## src/rtl/fifo_reader.sv

```systemverilog
// fifo_reader: pulls entries from a registered-output FIFO into a 2-entry
// in-order skid buffer and presents the head entry downstream with a
// valid/ready handshake. Credit accounting covers the read that is still in
// flight, so the skid never overflows and one entry per cycle flows when the
// FIFO is non-empty and downstream is ready.
// Optional feature macro: FIFO_READER_DROP_INVALID_EN -- captured entries whose
// valid bit is clear are discarded and counted in drop_count instead of being
// forwarded. Without the macro every entry is forwarded and drop_count is 0.
module fifo_reader #(
  parameter int FlitWidth     = 82,
  parameter int ChildrenWidth = 3,
  parameter int EntryWidth    = FlitWidth + ChildrenWidth,
  parameter int DropCntWidth  = 16
) (
  input  logic                    clk,
  input  logic                    rst,
  input  logic [EntryWidth-1:0]   fifo_out,
  input  logic                    fifo_empty,
  output logic                    fifo_rd_en,
  output logic [EntryWidth-1:0]   flit_out,
  output logic                    flit_valid,
  input  logic                    flit_ready,
  output logic [DropCntWidth-1:0] drop_count
);

  localparam int ValidBit = FlitWidth - 1;

  // Skid storage: slot0 is always the head, slot1 the second entry.
  logic [EntryWidth-1:0] slot0_q, slot0_d;
  logic [EntryWidth-1:0] slot1_q, slot1_d;
  logic [1:0]            occ_q, occ_d;
  logic                  rd_pending_q;

  logic                  pop_s;
  logic                  keep_s;
  logic [2:0]            credit_s;
  logic [1:0]            occ_after_pop_s;

  assign flit_valid = (occ_q != 2'd0);
  assign flit_out   = slot0_q;
  assign pop_s      = flit_valid && flit_ready;

  // Slots already committed next cycle: held entries plus the read in flight,
  // minus the entry leaving now. pop_s implies occ_q >= 1, so no underflow.
  assign credit_s   = {1'b0, occ_q} + {2'b00, rd_pending_q} - {2'b00, pop_s};
  assign fifo_rd_en = !rst && !fifo_empty && (credit_s < 3'd2);

`ifdef FIFO_READER_DROP_INVALID_EN
  logic [DropCntWidth-1:0] drop_cnt_q, drop_cnt_d;

  assign keep_s     = rd_pending_q && fifo_out[ValidBit];
  assign drop_count = drop_cnt_q;

  // Saturating count of captured entries discarded for a clear valid bit.
  always_comb begin
    drop_cnt_d = drop_cnt_q;
    if (rd_pending_q && !fifo_out[ValidBit] && (drop_cnt_q != {DropCntWidth{1'b1}})) begin
      drop_cnt_d = drop_cnt_q + {{(DropCntWidth-1){1'b0}}, 1'b1};
    end else begin
      drop_cnt_d = drop_cnt_q;
    end
  end

  // Drop counter register.
  always_ff @(posedge clk) begin
    if (rst) begin
      drop_cnt_q <= {DropCntWidth{1'b0}};
    end else begin
      drop_cnt_q <= drop_cnt_d;
    end
  end
`else
  assign keep_s     = rd_pending_q;
  assign drop_count = {DropCntWidth{1'b0}};
`endif

  // Skid next state: advance the head on pop, then append the capture at the
  // first free slot after that pop so simultaneous pop+capture keeps order.
  always_comb begin
    slot0_d         = slot0_q;
    slot1_d         = slot1_q;
    occ_after_pop_s = occ_q;
    occ_d           = occ_q;
    if (pop_s) begin
      slot0_d         = slot1_q;
      occ_after_pop_s = occ_q - 2'd1;
    end else begin
      occ_after_pop_s = occ_q;
    end
    if (keep_s) begin
      case (occ_after_pop_s)
        2'd0: begin
          slot0_d = fifo_out;
          occ_d   = 2'd1;
        end
        2'd1: begin
          slot1_d = fifo_out;
          occ_d   = 2'd2;
        end
        // Unreachable: the credit rule never lets a capture meet a full skid.
        default: begin
          occ_d = occ_after_pop_s;
        end
      endcase
    end else begin
      occ_d = occ_after_pop_s;
    end
  end

  // Skid, occupancy and in-flight read registers.
  always_ff @(posedge clk) begin
    if (rst) begin
      slot0_q      <= {EntryWidth{1'b0}};
      slot1_q      <= {EntryWidth{1'b0}};
      occ_q        <= 2'd0;
      rd_pending_q <= 1'b0;
    end else begin
      slot0_q      <= slot0_d;
      slot1_q      <= slot1_d;
      occ_q        <= occ_d;
      rd_pending_q <= fifo_rd_en;
    end
  end

endmodule

```

## config.mk

```make
export PLATFORM = sky130hd
export DESIGN_NAME = fifo_reader
export DESIGN_NICKNAME = d
export VERILOG_FILES = /design/src/rtl/fifo_reader.sv
export SDC_FILE = /design/constraint.sdc
export NUM_CORES = 1
export LEC_CHECK = 0
export CORE_ASPECT_RATIO = 1.75
export CORE_MARGIN = 1.5
export CORE_UTILIZATION = 33
export DETAILED_ROUTE_END_ITERATION = 12
export GPL_ROUTABILITY_DRIVEN = 0
export PLACE_DENSITY = 0.59
export SYNTH_ARGS = -nofsm -noshare
export SYNTH_HDL_FRONTEND = slang
export SYNTH_SLANG_ARGS = --single-unit
```

## constraint.sdc

```tcl
create_clock -name clk -period 7.65 [get_ports clk]
set_input_delay 2.295 -clock clk [delete_from_list [all_inputs] [get_ports clk]]
set_output_delay 2.295 -clock clk [all_outputs]
set_load 0.005 [all_outputs]
```

==> results of run 1 <==
area by class of cell:
cell class,count,area [um^2]
antenna,1,2.502
clock buffer,19,452.9
clock inverter,13,141.4
fill,2177,11920
inverter,6,25.02
multi-input combinational,634,3233
sequential,173,3463
tap,292,365.4
timing repair buffer,180,1803
power by group through the flow:
stage / Sequential, mW / Clock, mW / Combinational, mW
after CTS: 1.25 / 0.897 / 1.18
after global placement: 1.27 / 0 / 1.16
after floorplan: 1.25 / 0 / 0.669
after detailed placement: 1.27 / 0 / 1.17
final: 1.25 / 0.874 / 1.15
after global routing: 1.28 / 0.934 / 1.29
cells in the final DEF (no fill, tap or decap), drive strengths merged:
| cell type | count |
|---|---|
| clkinv | 5 |
| clkbuf | 19 |
| or3 | 1 |
| a311oi | 85 |
| xnor2 | 1 |
| clkinvlp | 5 |
| buf | 6 |
| inv | 7 |
| diode | 1 |
| nor4b | 2 |
| nand2b | 3 |
| nand3 | 1 |
| a211oi | 1 |
| nand2 | 342 |
| xor2 | 1 |
| clkdlybuf4s50 | 174 |
| and2 | 1 |
| bufinv | 2 |
| nor2 | 87 |
| dfxtp | 173 |
| a31oi | 1 |
| conb | 16 |
| a21oi | 86 |
| fa | 1 |
| ha | 5 |
logic make-up after synthesis:
logic type | share of synthesized area
buffers and inverters | 0.07562
xor gates and xnor gates | 0.002445
adders and majority gates | 0.01153
and+or+nand+nor | 0.2337
AOI/OAI and AO/OA | 0.1928
DFF | 0.4834
other | 0.0005234
per-stage QoR:
| stage | hold slack, ns | util | instances |
|---|---|---|---|
| after floorplan | 0.4366 | - | 904 |
| after global placement | 0.4415 | 0.4152 | 1285 |
| after detailed placement | 0.4465 | 0.4152 | 1285 |
| after CTS | 0.4553 | 0.4430 | 1317 |
| after global routing | 0.4715 | 0.4430 | 1317 |
| final | 0.4534 | 0.4431 | 1318 |
routing by layer:
| metal | part of all wire | vias to the layer above | global-route usage | wire, um |
|---|---|---|---|---|
| li1 | - | 3177 | - | - |
| met1 | 0.41 | 2974 | 0.1982 | 7942 |
| met2 | 0.53 | 142 | 0.3151 | 10220 |
| met3 | 0.034 | 23 | 0.03673 | 656 |
| met4 | 0.023 | 0 | 0.06667 | 435 |
| met5 | 0 | - | 0 | 0 |
worst paths after layout:
kind / from / end / cells past startpoint
min: slot1_q[5] / slot1_q[5] / 2
max: flit_ready / fifo_rd_en / 9
max reg2reg: occ_q[1] / flit_out[29] / 10
min reg2reg: slot1_q[5] / slot1_q[5] / 2
state kept, by name, indices dropped and copies added (netlist names):
signal	flops
slot1_q	85
occ_q	2
flit_out	85
keep_s	1
cell usage after synthesis, drive strengths merged:
| cell | n |
|---|---|
| a311oi | 85 |
| or3 | 1 |
| nand2b | 3 |
| ha | 5 |
| inv | 6 |
| nor4b | 2 |
| conb | 1 |
| nor2 | 87 |
| buf | 59 |
| a31oi | 1 |
| nand2 | 342 |
| a211oi | 1 |
| dfxtp | 173 |
| and2 | 1 |
| clkbuf | 32 |
| xnor2 | 1 |
| fa | 1 |
| xor2 | 1 |
| a21oi | 86 |
| nand3 | 1 |
critical path: cells and delay by family:
family / cells / cell delay (ns)
buffers and inverters: 3 / 1.20
adders and majority gates: 2 / 0.57
and+or+nand+nor: 3 / 0.46
xor gates and xnor gates: 1 / 0.16
==> impl_metrics.xml, run 1 <==
<?xml version="1.0" encoding="UTF-8"?>
<metrics>
  <group name="outcome">
    <metric name="status" unit="">completed</metric>
  </group>
  <group name="routing">
    <metric name="detail_route.wirelength" unit="um">19250</metric>
    <metric name="drt_first_iter_violations" unit="">411</metric>
    <metric name="via_count" unit="">6316</metric>
    <metric name="avgViaCountPerCell" unit="">4.792</metric>
    <metric name="count_of_tritonroute_iterations_in_the_first_routing_pass" unit="">4</metric>
    <metric name="final_routed_drc_violation_total" unit="">0</metric>
    <metric name="number_of_nets_with_antenna_violations_after_detailed_routing" unit="">0</metric>
    <metric name="wl_per_cell" unit="um">14.61</metric>
  </group>
  <group name="grt">
    <metric name="first_global_vias" unit="">6051</metric>
    <metric name="number_of_antenna_violations_at_the_first_check_in_global_routing" unit="">0</metric>
    <metric name="globalRouteTotalUtil" unit="">0.1745</metric>
    <metric name="grt_remaining_overflow" unit="">0</metric>
    <metric name="grt_pass1_wl" unit="um">30990</metric>
    <metric name="grt_max_degree" unit="">171</metric>
  </group>
  <group name="clock_tree">
    <metric name="insertion_delay" unit="ns">0.44</metric>
    <metric name="cts.path.max_buffers" unit="">2</metric>
    <metric name="clock-sinks" unit="">173</metric>
    <metric name="cts.hold.buffers_added" unit="">0</metric>
    <metric name="cts.reportedPaths.clkPinSlew" unit="ns">0.06</metric>
    <metric name="clock_tree.htree_level_count" unit="">4</metric>
    <metric name="cts.repair_timing.setup_buffer_count" unit="">0</metric>
    <metric name="tritoncts.num_buffers" unit="">17</metric>
    <metric name="tritoncts_clock_tree" unit="">yes</metric>
    <metric name="cts_resized" unit="">0</metric>
    <metric name="clockRootBuffer" unit="">sky130_fd_sc_hd__clkbuf_16</metric>
  </group>
  <group name="yosys">
    <metric name="synth.yosys.seq_area_share" unit="">0.4834</metric>
    <metric name="post_synth_inst_count" unit="">889</metric>
    <metric name="yosysTopAreaCell" unit="">sky130_fd_sc_hd__dfxtp_1</metric>
    <metric name="yosys_warnings" unit="">0</metric>
    <metric name="syn_area_per_cell" unit="um^2">8.059</metric>
    <metric name="syn-cell-area" unit="um^2">7164</metric>
    <metric name="synthDominantCellAreaShare" unit="">0.4834</metric>
    <metric name="synth_cell_types" unit="">27</metric>
    <metric name="netlist_top_cells_area" unit="">sky130_fd_sc_hd__dfxtp_1 (48%), sky130_fd_sc_hd__nand2_1 (18%), sky130_fd_sc_hd__a311oi_1 (6.7%)</metric>
    <metric name="ys_ff_latch" unit="">173</metric>
  </group>
  <group name="worst_setup_path">
    <metric name="crit_path_start_kind" unit="">input pin</metric>
    <metric name="timing.critical_path.arrival" unit="ns">4.69</metric>
    <metric name="cp.required" unit="ns">5.36</metric>
    <metric name="setup.reg_to_reg.worst_slack" unit="ns">4.00</metric>
    <metric name="slowest_delay" unit="ns">0.62</metric>
    <metric name="critical_path.cell_chain" unit="">clkdlybuf4s50_1 &gt; nand2b_4 &gt; inv_4 &gt; ha_1 &gt; nand2b_1 &gt; fa_1 &gt; xor2_1 &gt; nor4b_1 &gt; clkdlybuf4s50_1</metric>
    <metric name="endpoint_kind" unit="">output pin</metric>
    <metric name="timing.critical_path.slowest_stage_cell" unit="">sky130_fd_sc_hd__clkdlybuf4s50_1</metric>
    <metric name="path_common_cell" unit="">sky130_fd_sc_hd__clkdlybuf4s50_1</metric>
    <metric name="criticalPathCategory" unit="">in -&gt; out</metric>
    <metric name="critical_path.max_fanout" unit="">2</metric>
  </group>
  <group name="floorplan">
    <metric name="std_cell_rows" unit="">71</metric>
    <metric name="die-height" unit="um">197.9</metric>
    <metric name="floorplan.die_area" unit="um^2">22640</metric>
    <metric name="initial_core_util" unit="">0.3346</metric>
    <metric name="top_level_ports" unit="">192</metric>
    <metric name="die_wd" unit="um">114.4</metric>
    <metric name="core-area" unit="um^2">21410</metric>
  </group>
  <group name="sta">
    <metric name="finalSetupViolCount" unit="">0</metric>
    <metric name="grt_setup_unrepaired" unit="">no</metric>
    <metric name="worstMarginPinSlew" unit="ns">1.108</metric>
    <metric name="maxClockFrequency" unit="GHz">0.1433</metric>
    <metric name="tns" unit="ns">0</metric>
    <metric name="slew_headroom" unit="">0.2612</metric>
    <metric name="final_max_slew_viol_count" unit="">0</metric>
    <metric name="final_critical_path_setup_slack" unit="ns">0.6698</metric>
    <metric name="final_cycle_share" unit="">0.9124</metric>
    <metric name="fin_skew" unit="ns">0.007187</metric>
    <metric name="fin_crit" unit="ns">6.980</metric>
    <metric name="count_of_endpoints_failing_hold_in_the_final_timing_report" unit="">0</metric>
  </group>
  <group name="layout">
    <metric name="nets" unit="">1107</metric>
    <metric name="area_growth_syn_to_layout" unit="%">32.41</metric>
    <metric name="final_layout_size_suffix_gt1_frac" unit="">0.07220</metric>
    <metric name="postLayoutCellArea" unit="um^2">9487</metric>
  </group>
  <group name="power_and_ir_drop">
    <metric name="leakage" unit="nW">3.112</metric>
    <metric name="power.switching_fraction" unit="">0.3370</metric>
    <metric name="power_frac_comb" unit="">0.352</metric>
    <metric name="power.density" unit="nW/um^2">345.6</metric>
    <metric name="share_clk_of_total_power" unit="">0.267</metric>
    <metric name="internal_power" unit="mW">2.173</metric>
    <metric name="ir_worst_vdd" unit="mV">0.2054</metric>
    <metric name="sequentialPowerShare" unit="">0.382</metric>
    <metric name="fin_total_pwr" unit="mW">3.278</metric>
    <metric name="switching_power" unit="mW">1.105</metric>
  </group>
  <group name="place">
    <metric name="detailed_place.area" unit="um^2">8890</metric>
    <metric name="placement.io_buffers" unit="">175</metric>
    <metric name="place_ws" unit="ns">0.6577</metric>
    <metric name="hpwl" unit="um">11260</metric>
  </group>
  <group name="run">
    <metric name="drv_cap" unit="">0</metric>
  </group>
  <group name="worst_hold_path">
    <metric name="worst_hold_path_type" unit="">reg -&gt; reg</metric>
  </group>
</metrics>
Note: power is estimated with default switching activity, not from simulation.
==> run 2: changes to the inputs <==
SLEW_MARGIN = 40   (was unset)
==> impl_metrics.xml, run 2 (synthesized netlist as in run 1, its figures left out) <==
<?xml version="1.0" encoding="UTF-8"?>
<metrics>
  <group name="clock_tree">
    <metric name="cts.path.max_buffers" unit="">2</metric>
    <metric name="cts.reportedPaths.clkPinSlew" unit="ns">0.06</metric>
    <metric name="clock-sinks" unit="">173</metric>
    <metric name="insertion_delay" unit="ns">0.43</metric>
    <metric name="cts.repair_timing.setup_buffer_count" unit="">0</metric>
    <metric name="cts_resized" unit="">0</metric>
    <metric name="clockRootBuffer" unit="">sky130_fd_sc_hd__clkbuf_16</metric>
    <metric name="clock_tree.htree_level_count" unit="">4</metric>
    <metric name="tritoncts.num_buffers" unit="">17</metric>
    <metric name="cts.hold.buffers_added" unit="">0</metric>
    <metric name="tritoncts_clock_tree" unit="">yes</metric>
  </group>
  <group name="sta">
    <metric name="tns" unit="ns">0</metric>
    <metric name="grt_setup_unrepaired" unit="">no</metric>
    <metric name="final_max_slew_viol_count" unit="">0</metric>
    <metric name="maxClockFrequency" unit="GHz">0.1430</metric>
    <metric name="fin_crit" unit="ns">6.992</metric>
    <metric name="count_of_endpoints_failing_hold_in_the_final_timing_report" unit="">0</metric>
    <metric name="worstMarginPinSlew" unit="ns">0.7808</metric>
    <metric name="fin_skew" unit="ns">0.01168</metric>
    <metric name="slew_headroom" unit="">0.4795</metric>
    <metric name="final_cycle_share" unit="">0.9140</metric>
    <metric name="finalSetupViolCount" unit="">0</metric>
    <metric name="hold-worst-slack" unit="ns">0.4529</metric>
  </group>
  <group name="routing">
    <metric name="detail_route.wirelength" unit="um">19280</metric>
    <metric name="count_of_tritonroute_iterations_in_the_first_routing_pass" unit="">5</metric>
    <metric name="avgViaCountPerCell" unit="">4.779</metric>
    <metric name="number_of_nets_with_antenna_violations_after_detailed_routing" unit="">0</metric>
    <metric name="via_count" unit="">6294</metric>
    <metric name="final_routed_drc_violation_total" unit="">0</metric>
    <metric name="wl_per_cell" unit="um">14.64</metric>
    <metric name="drt_first_iter_violations" unit="">467</metric>
  </group>
  <group name="floorplan">
    <metric name="die-height" unit="um">197.9</metric>
    <metric name="initial_core_util" unit="">0.3346</metric>
    <metric name="floorplan.die_area" unit="um^2">22640</metric>
    <metric name="top_level_ports" unit="">192</metric>
    <metric name="std_cell_rows" unit="">71</metric>
    <metric name="die_wd" unit="um">114.4</metric>
    <metric name="core-area" unit="um^2">21410</metric>
  </group>
  <group name="layout">
    <metric name="antenna-diode-count" unit="">0</metric>
    <metric name="mostFrequentLayoutCells" unit="">sky130_fd_sc_hd__nand2_1 (340), sky130_fd_sc_hd__clkdlybuf4s50_1 (174), sky130_fd_sc_hd__dfxtp_1 (173)</metric>
    <metric name="final_common_cell" unit="">sky130_fd_sc_hd__nand2_1</metric>
    <metric name="nets" unit="">1109</metric>
    <metric name="final_cells" unit="">1317</metric>
    <metric name="utilization" unit="">0.4471</metric>
    <metric name="area_growth_syn_to_layout" unit="%">33.60</metric>
    <metric name="final_layout_size_suffix_gt1_frac" unit="">0.07122</metric>
  </group>
  <group name="grt">
    <metric name="groute.layer.met2.usage" unit="">0.3189</metric>
    <metric name="grt_pass1_wl" unit="um">30970</metric>
    <metric name="grt_remaining_overflow" unit="">0</metric>
    <metric name="use_met3" unit="">0.02816</metric>
    <metric name="globalRouteTotalUtil" unit="">0.1723</metric>
    <metric name="grt_max_degree" unit="">101</metric>
    <metric name="grt_most_used_layer" unit="">met2</metric>
    <metric name="first_global_vias" unit="">6078</metric>
    <metric name="met1_routing_resource_usage_after_global_routing" unit="">0.1965</metric>
    <metric name="number_of_antenna_violations_at_the_first_check_in_global_routing" unit="">0</metric>
  </group>
  <group name="outcome">
    <metric name="status" unit="">completed</metric>
  </group>
  <group name="place">
    <metric name="place.detailed.instances" unit="">1287</metric>
    <metric name="placement.io_buffers" unit="">175</metric>
    <metric name="hpwl" unit="um">11520</metric>
  </group>
  <group name="power_and_ir_drop">
    <metric name="fin_total_pwr" unit="mW">3.335</metric>
    <metric name="leakage" unit="nW">3.168</metric>
    <metric name="power.density" unit="nW/um^2">348.4</metric>
    <metric name="ir_worst_vdd" unit="mV">0.1277</metric>
  </group>
  <group name="worst_setup_path">
    <metric name="slowest_delay" unit="ns">0.61</metric>
    <metric name="cp.required" unit="ns">5.36</metric>
    <metric name="endpoint_kind" unit="">output pin</metric>
    <metric name="critical_path.cell_chain" unit="">clkdlybuf4s50_1 &gt; nand2b_4 &gt; inv_4 &gt; ha_1 &gt; nand2b_1 &gt; fa_1 &gt; xor2_1 &gt; nor4b_1 &gt; clkdlybuf4s50_1</metric>
    <metric name="timing.critical_path.slowest_stage_cell" unit="">sky130_fd_sc_hd__clkdlybuf4s50_1</metric>
    <metric name="criticalPathCategory" unit="">in -&gt; out</metric>
    <metric name="critical_path.max_fanout" unit="">2</metric>
    <metric name="path_common_cell" unit="">sky130_fd_sc_hd__clkdlybuf4s50_1</metric>
    <metric name="timing.critical_path.arrival" unit="ns">4.70</metric>
    <metric name="crit_path_start_kind" unit="">input pin</metric>
  </group>
  <group name="worst_hold_path">
    <metric name="worst_hold_path_type" unit="">reg -&gt; reg</metric>
  </group>
  <group name="run">
    <metric name="drv_cap" unit="">0</metric>
  </group>
</metrics>
-- run 2: changes by cell type in the layout (fill, tap and decap cells not counted), moves of 2 or more --
cell	change
sky130_fd_sc_hd__clkinv_2	-2
sky130_fd_sc_hd__clkinvlp_4	-3
sky130_fd_sc_hd__buf_16	+2
sky130_fd_sc_hd__buf_6	+4
sky130_fd_sc_hd__buf_4	-4
-- run 2: layer usage --
layer  wire (um)  vias to the layer above
li1            -                     3182
met1        7922                     2948
met2       10370                      146
met3         673                       18
met4         312                        0
met5           0                        -
-- run 2: worst paths after layout --
kind / depth (start not counted) / slack (ns) / endpoint / startpoint
worst max register to register: 12 / 4.45 / slot1_q[18] / occ_q[1]
worst min-delay path: 2 / 0.45 / slot1_q[5] / slot1_q[5]
worst max-delay path: 9 / 0.66 / fifo_rd_en / flit_ready
worst min register to register: 2 / 0.45 / slot1_q[5] / slot1_q[5]
-- run 2: area by class of cell --
cell class                      instances  area [um^2]
Sequential cell                       173         3463
Multi-Input combinational cell        634         3238
Fill cell                            2109        11840
Inverter                                6        25.02
Tap cell                              292        365.4
Clock inverter                          9        136.4
Timing Repair Buffer                  182         1873
Clock buffer                           21        470.5
-- run 2: metrics by stage --
stage | worst slack [ns] | instance area [um^2]
final | 0.6581 | 9572
after global routing | 0.5158 | 9572
after CTS | 0.6266 | 9572
after detailed placement | 0.6217 | 8965
after global placement | 0.6053 | 8890
after floorplan | 1.466 | 7221
-- run 2: report_power, final --
group          internal (mW)  leakage [nW]  switching (mW)
registers               1.12          1.40           0.133
logic                  0.575          1.47           0.609
clock network          0.538         0.292           0.360
-- run 2: worst max-delay path, delay by kind of cell --
| kind | cells | cell delay (ns) |
|---|---|---|
| buf+inv | 3 | 1.20 |
| fa+ha+maj | 2 | 0.57 |
| simple gates | 3 | 0.46 |
| xor+xnor | 1 | 0.16 |
==> run 3: changes to the inputs <==
ABC_AREA = 1   (was unset)
PLACE_DENSITY = 0.58   (was 0.59)
==> impl_metrics.xml, run 3 <==
<?xml version="1.0" encoding="UTF-8"?>
<metrics>
  <group name="routing">
    <metric name="drt_first_iter_violations" unit="">501</metric>
    <metric name="avgViaCountPerCell" unit="">4.579</metric>
    <metric name="detail_route.wirelength" unit="um">21100</metric>
    <metric name="final_routed_drc_violation_total" unit="">0</metric>
    <metric name="number_of_nets_with_antenna_violations_after_detailed_routing" unit="">0</metric>
    <metric name="via_count" unit="">7267</metric>
    <metric name="count_of_tritonroute_iterations_in_the_first_routing_pass" unit="">4</metric>
    <metric name="wl_per_cell" unit="um">13.29</metric>
  </group>
  <group name="sta">
    <metric name="maxClockFrequency" unit="GHz">0.1499</metric>
    <metric name="finalSetupViolCount" unit="">0</metric>
    <metric name="worstMarginPinSlew" unit="ns">0.8248</metric>
    <metric name="tns" unit="ns">0</metric>
    <metric name="grt_setup_unrepaired" unit="">no</metric>
    <metric name="fin_skew" unit="ns">0.007770</metric>
    <metric name="final_max_slew_viol_count" unit="">0</metric>
    <metric name="fin_crit" unit="ns">6.670</metric>
    <metric name="final_cycle_share" unit="">0.8718</metric>
    <metric name="final_critical_path_setup_slack" unit="ns">0.9805</metric>
    <metric name="slew_headroom" unit="">0.4501</metric>
    <metric name="count_of_endpoints_failing_hold_in_the_final_timing_report" unit="">0</metric>
  </group>
  <group name="worst_setup_path">
    <metric name="criticalPathCategory" unit="">in -&gt; out</metric>
    <metric name="endpoint_kind" unit="">output pin</metric>
    <metric name="timing.critical_path.arrival" unit="ns">4.37</metric>
    <metric name="reg2reg_depth" unit="">13</metric>
    <metric name="crit_path_start_kind" unit="">input pin</metric>
    <metric name="cp.required" unit="ns">5.36</metric>
    <metric name="critical_path.max_fanout" unit="">2</metric>
  </group>
  <group name="place">
    <metric name="placement.io_buffers" unit="">175</metric>
    <metric name="detailed_place.area" unit="um^2">9468</metric>
    <metric name="place_ws" unit="ns">0.9824</metric>
    <metric name="hpwl" unit="um">12420</metric>
    <metric name="place.detailed.instances" unit="">1557</metric>
  </group>
  <group name="floorplan">
    <metric name="die_wd" unit="um">118.5</metric>
    <metric name="std_cell_rows" unit="">73</metric>
    <metric name="floorplan.die_area" unit="um^2">24320</metric>
    <metric name="top_level_ports" unit="">192</metric>
    <metric name="die-height" unit="um">205.2</metric>
    <metric name="core-area" unit="um^2">22830</metric>
    <metric name="initial_core_util" unit="">0.3376</metric>
  </group>
  <group name="layout">
    <metric name="final_layout_size_suffix_gt1_frac" unit="">0.03574</metric>
    <metric name="antenna-diode-count" unit="">0</metric>
    <metric name="final_cells" unit="">1587</metric>
    <metric name="nets" unit="">1371</metric>
    <metric name="mostFrequentLayoutCells" unit="">sky130_fd_sc_hd__nor2_1 (425), sky130_fd_sc_hd__clkdlybuf4s50_1 (174), sky130_fd_sc_hd__dfxtp_1 (173)</metric>
    <metric name="area_growth_syn_to_layout" unit="%">30.29</metric>
    <metric name="final_common_cell" unit="">sky130_fd_sc_hd__nor2_1</metric>
    <metric name="utilization" unit="">0.4398</metric>
    <metric name="postLayoutCellArea" unit="um^2">10040</metric>
  </group>
  <group name="clock_tree">
    <metric name="cts.repair_timing.setup_buffer_count" unit="">0</metric>
    <metric name="tritoncts_clock_tree" unit="">yes</metric>
    <metric name="clockRootBuffer" unit="">sky130_fd_sc_hd__clkbuf_16</metric>
    <metric name="cts.path.max_buffers" unit="">2</metric>
    <metric name="clock_tree.htree_level_count" unit="">4</metric>
    <metric name="tritoncts.num_buffers" unit="">17</metric>
    <metric name="insertion_delay" unit="ns">0.43</metric>
    <metric name="cts.hold.buffers_added" unit="">0</metric>
    <metric name="cts.reportedPaths.clkPinSlew" unit="ns">0.06</metric>
    <metric name="cts_resized" unit="">0</metric>
    <metric name="clock-sinks" unit="">173</metric>
  </group>
  <group name="grt">
    <metric name="grt_pass1_wl" unit="um">33750</metric>
    <metric name="use_met3" unit="">0.03575</metric>
    <metric name="grt_most_used_layer" unit="">met2</metric>
    <metric name="grt_remaining_overflow" unit="">0</metric>
    <metric name="globalRouteTotalUtil" unit="">0.1744</metric>
    <metric name="number_of_antenna_violations_at_the_first_check_in_global_routing" unit="">0</metric>
    <metric name="grt_max_degree" unit="">135</metric>
    <metric name="groute.layer.met2.usage" unit="">0.3227</metric>
    <metric name="first_global_vias" unit="">6620</metric>
    <metric name="met1_routing_resource_usage_after_global_routing" unit="">0.1947</metric>
  </group>
  <group name="worst_hold_path">
    <metric name="worstHoldPathCells" unit="">2</metric>
    <metric name="worst_hold_path_type" unit="">reg -&gt; reg</metric>
  </group>
  <group name="yosys">
    <metric name="syn_area_per_cell" unit="um^2">6.663</metric>
    <metric name="netlist_top_cells_area" unit="">sky130_fd_sc_hd__dfxtp_1 (45%), sky130_fd_sc_hd__nor2_1 (21%), sky130_fd_sc_hd__o21ai_0 (9.8%)</metric>
    <metric name="post_synth_most_frequent_cells" unit="">sky130_fd_sc_hd__nor2_1 (425), sky130_fd_sc_hd__dfxtp_1 (173), sky130_fd_sc_hd__o21ai_0 (151), sky130_fd_sc_hd__nand2_1 (93), sky130_fd_sc_hd__inv_1 (90)</metric>
    <metric name="synth_ff_type" unit="">sky130_fd_sc_hd__dfxtp_1</metric>
    <metric name="post_synth_inst_count" unit="">1157</metric>
    <metric name="yosys_warnings" unit="">0</metric>
    <metric name="yosysTopAreaCell" unit="">sky130_fd_sc_hd__dfxtp_1</metric>
    <metric name="ys_async_sr_fraction" unit="">0</metric>
    <metric name="synth.yosys.seq_area_share" unit="">0.4493</metric>
    <metric name="ys_ff_latch" unit="">173</metric>
    <metric name="syn-cell-area" unit="um^2">7709</metric>
    <metric name="synthDominantCellAreaShare" unit="">0.4493</metric>
    <metric name="synth_cell_types" unit="">22</metric>
    <metric name="synth_most_common_cell" unit="">sky130_fd_sc_hd__nor2_1</metric>
    <metric name="synth_edf_count" unit="">0</metric>
  </group>
  <group name="power_and_ir_drop">
    <metric name="ir_worst_vdd" unit="mV">0.2411</metric>
    <metric name="leakage" unit="nW">4.106</metric>
    <metric name="power.density" unit="nW/um^2">320.3</metric>
  </group>
  <group name="outcome">
    <metric name="status" unit="">completed</metric>
  </group>
  <group name="run">
    <metric name="drv_cap" unit="">0</metric>
  </group>
</metrics>
[run 3: cell types whose count changed after synthesis, moves of 3 or more]
| cell | before | now |
|---|---|---|
| sky130_fd_sc_hd__a311oi_2 | 30 | 0 |
| sky130_fd_sc_hd__nand3_1 | 1 | 87 |
| sky130_fd_sc_hd__nor2_1 | 87 | 425 |
| sky130_fd_sc_hd__o21ai_0 | 0 | 151 |
| sky130_fd_sc_hd__inv_1 | 5 | 90 |
| sky130_fd_sc_hd__inv_2 | 0 | 3 |
| sky130_fd_sc_hd__nand2_1 | 341 | 93 |
| sky130_fd_sc_hd__buf_6 | 6 | 1 |
| sky130_fd_sc_hd__o21ai_1 | 0 | 20 |
| sky130_fd_sc_hd__a21oi_1 | 86 | 2 |
| sky130_fd_sc_hd__a311oi_1 | 55 | 0 |
| sky130_fd_sc_hd__clkbuf_1 | 32 | 42 |
[run 3: worst max-delay path, stage by stage]
cell and delay [ns]:
sky130_fd_sc_hd__buf_4 0.12, sky130_fd_sc_hd__inv_2 0.06, sky130_fd_sc_hd__nor2_4 0.04, sky130_fd_sc_hd__ha_1 0.26
sky130_fd_sc_hd__or2_2 0.30, sky130_fd_sc_hd__fa_1 0.48, sky130_fd_sc_hd__nand2_1 0.06, sky130_fd_sc_hd__nor3_1 0.18
sky130_fd_sc_hd__clkdlybuf4s50_1 0.58
[run 3: cell type report]
class	instances	area, um^2
Timing Repair Buffer	184	1836
Multi-Input combinational cell	807	3442
Inverter	93	351.6
Fill cell	2405	12790
Clock inverter	7	87.58
Clock buffer	23	488.0
Tap cell	300	375.4
Sequential cell	173	3463
[run 3: logic make-up after synthesis]
| kind of cell | synth area share |
|---|---|
| other | 0.0004865 |
| XOR/XNOR | 0.001136 |
| adder cells (fa/ha/maj) | 0.01071 |
| buffers and inverters | 0.1122 |
| AND/OR/NAND/NOR | 0.3139 |
| AO/OA/AOI/OAI | 0.1123 |
| flip-flops | 0.4493 |
[run 3: where the power goes]
group          total, mW  internal, mW  leakage (nW)  switching, mW
Combinational       1.14         0.502          2.42          0.638
Sequential          1.22          1.10          1.40          0.112
Clock              0.862         0.510         0.285          0.353
Total               3.22          2.12          4.11           1.10
[run 3: layer usage]
| metal | wire length (um) | vias to the layer above |
|---|---|---|
| li1 | - | 3794 |
| met1 | 8683 | 3305 |
| met2 | 11130 | 142 |
| met3 | 800 | 26 |
| met4 | 480 | 0 |
| met5 | 0 | - |
[run 3: stage by stage]
stage / hold slack, ns / power, mW
floorplan: 0.4559 / 1.926
CTS: 0.4873 / 3.274
global placement: 0.4628 / 2.378
global route: 0.5091 / 3.465
finish: 0.4827 / 3.217
detailed placement: 0.4727 / 2.398
[run 3: path summary, 6_finish.rpt]
check	startpoint	endpoint	slack, ns
worst max-delay path	flit_ready	fifo_rd_en	0.98
worst min-delay path	slot1_q[78]	slot1_q[78]	0.48
worst max register to register	occ_q[1]	flit_out[18]	4.15
worst min register to register	slot1_q[78]	slot1_q[78]	0.48
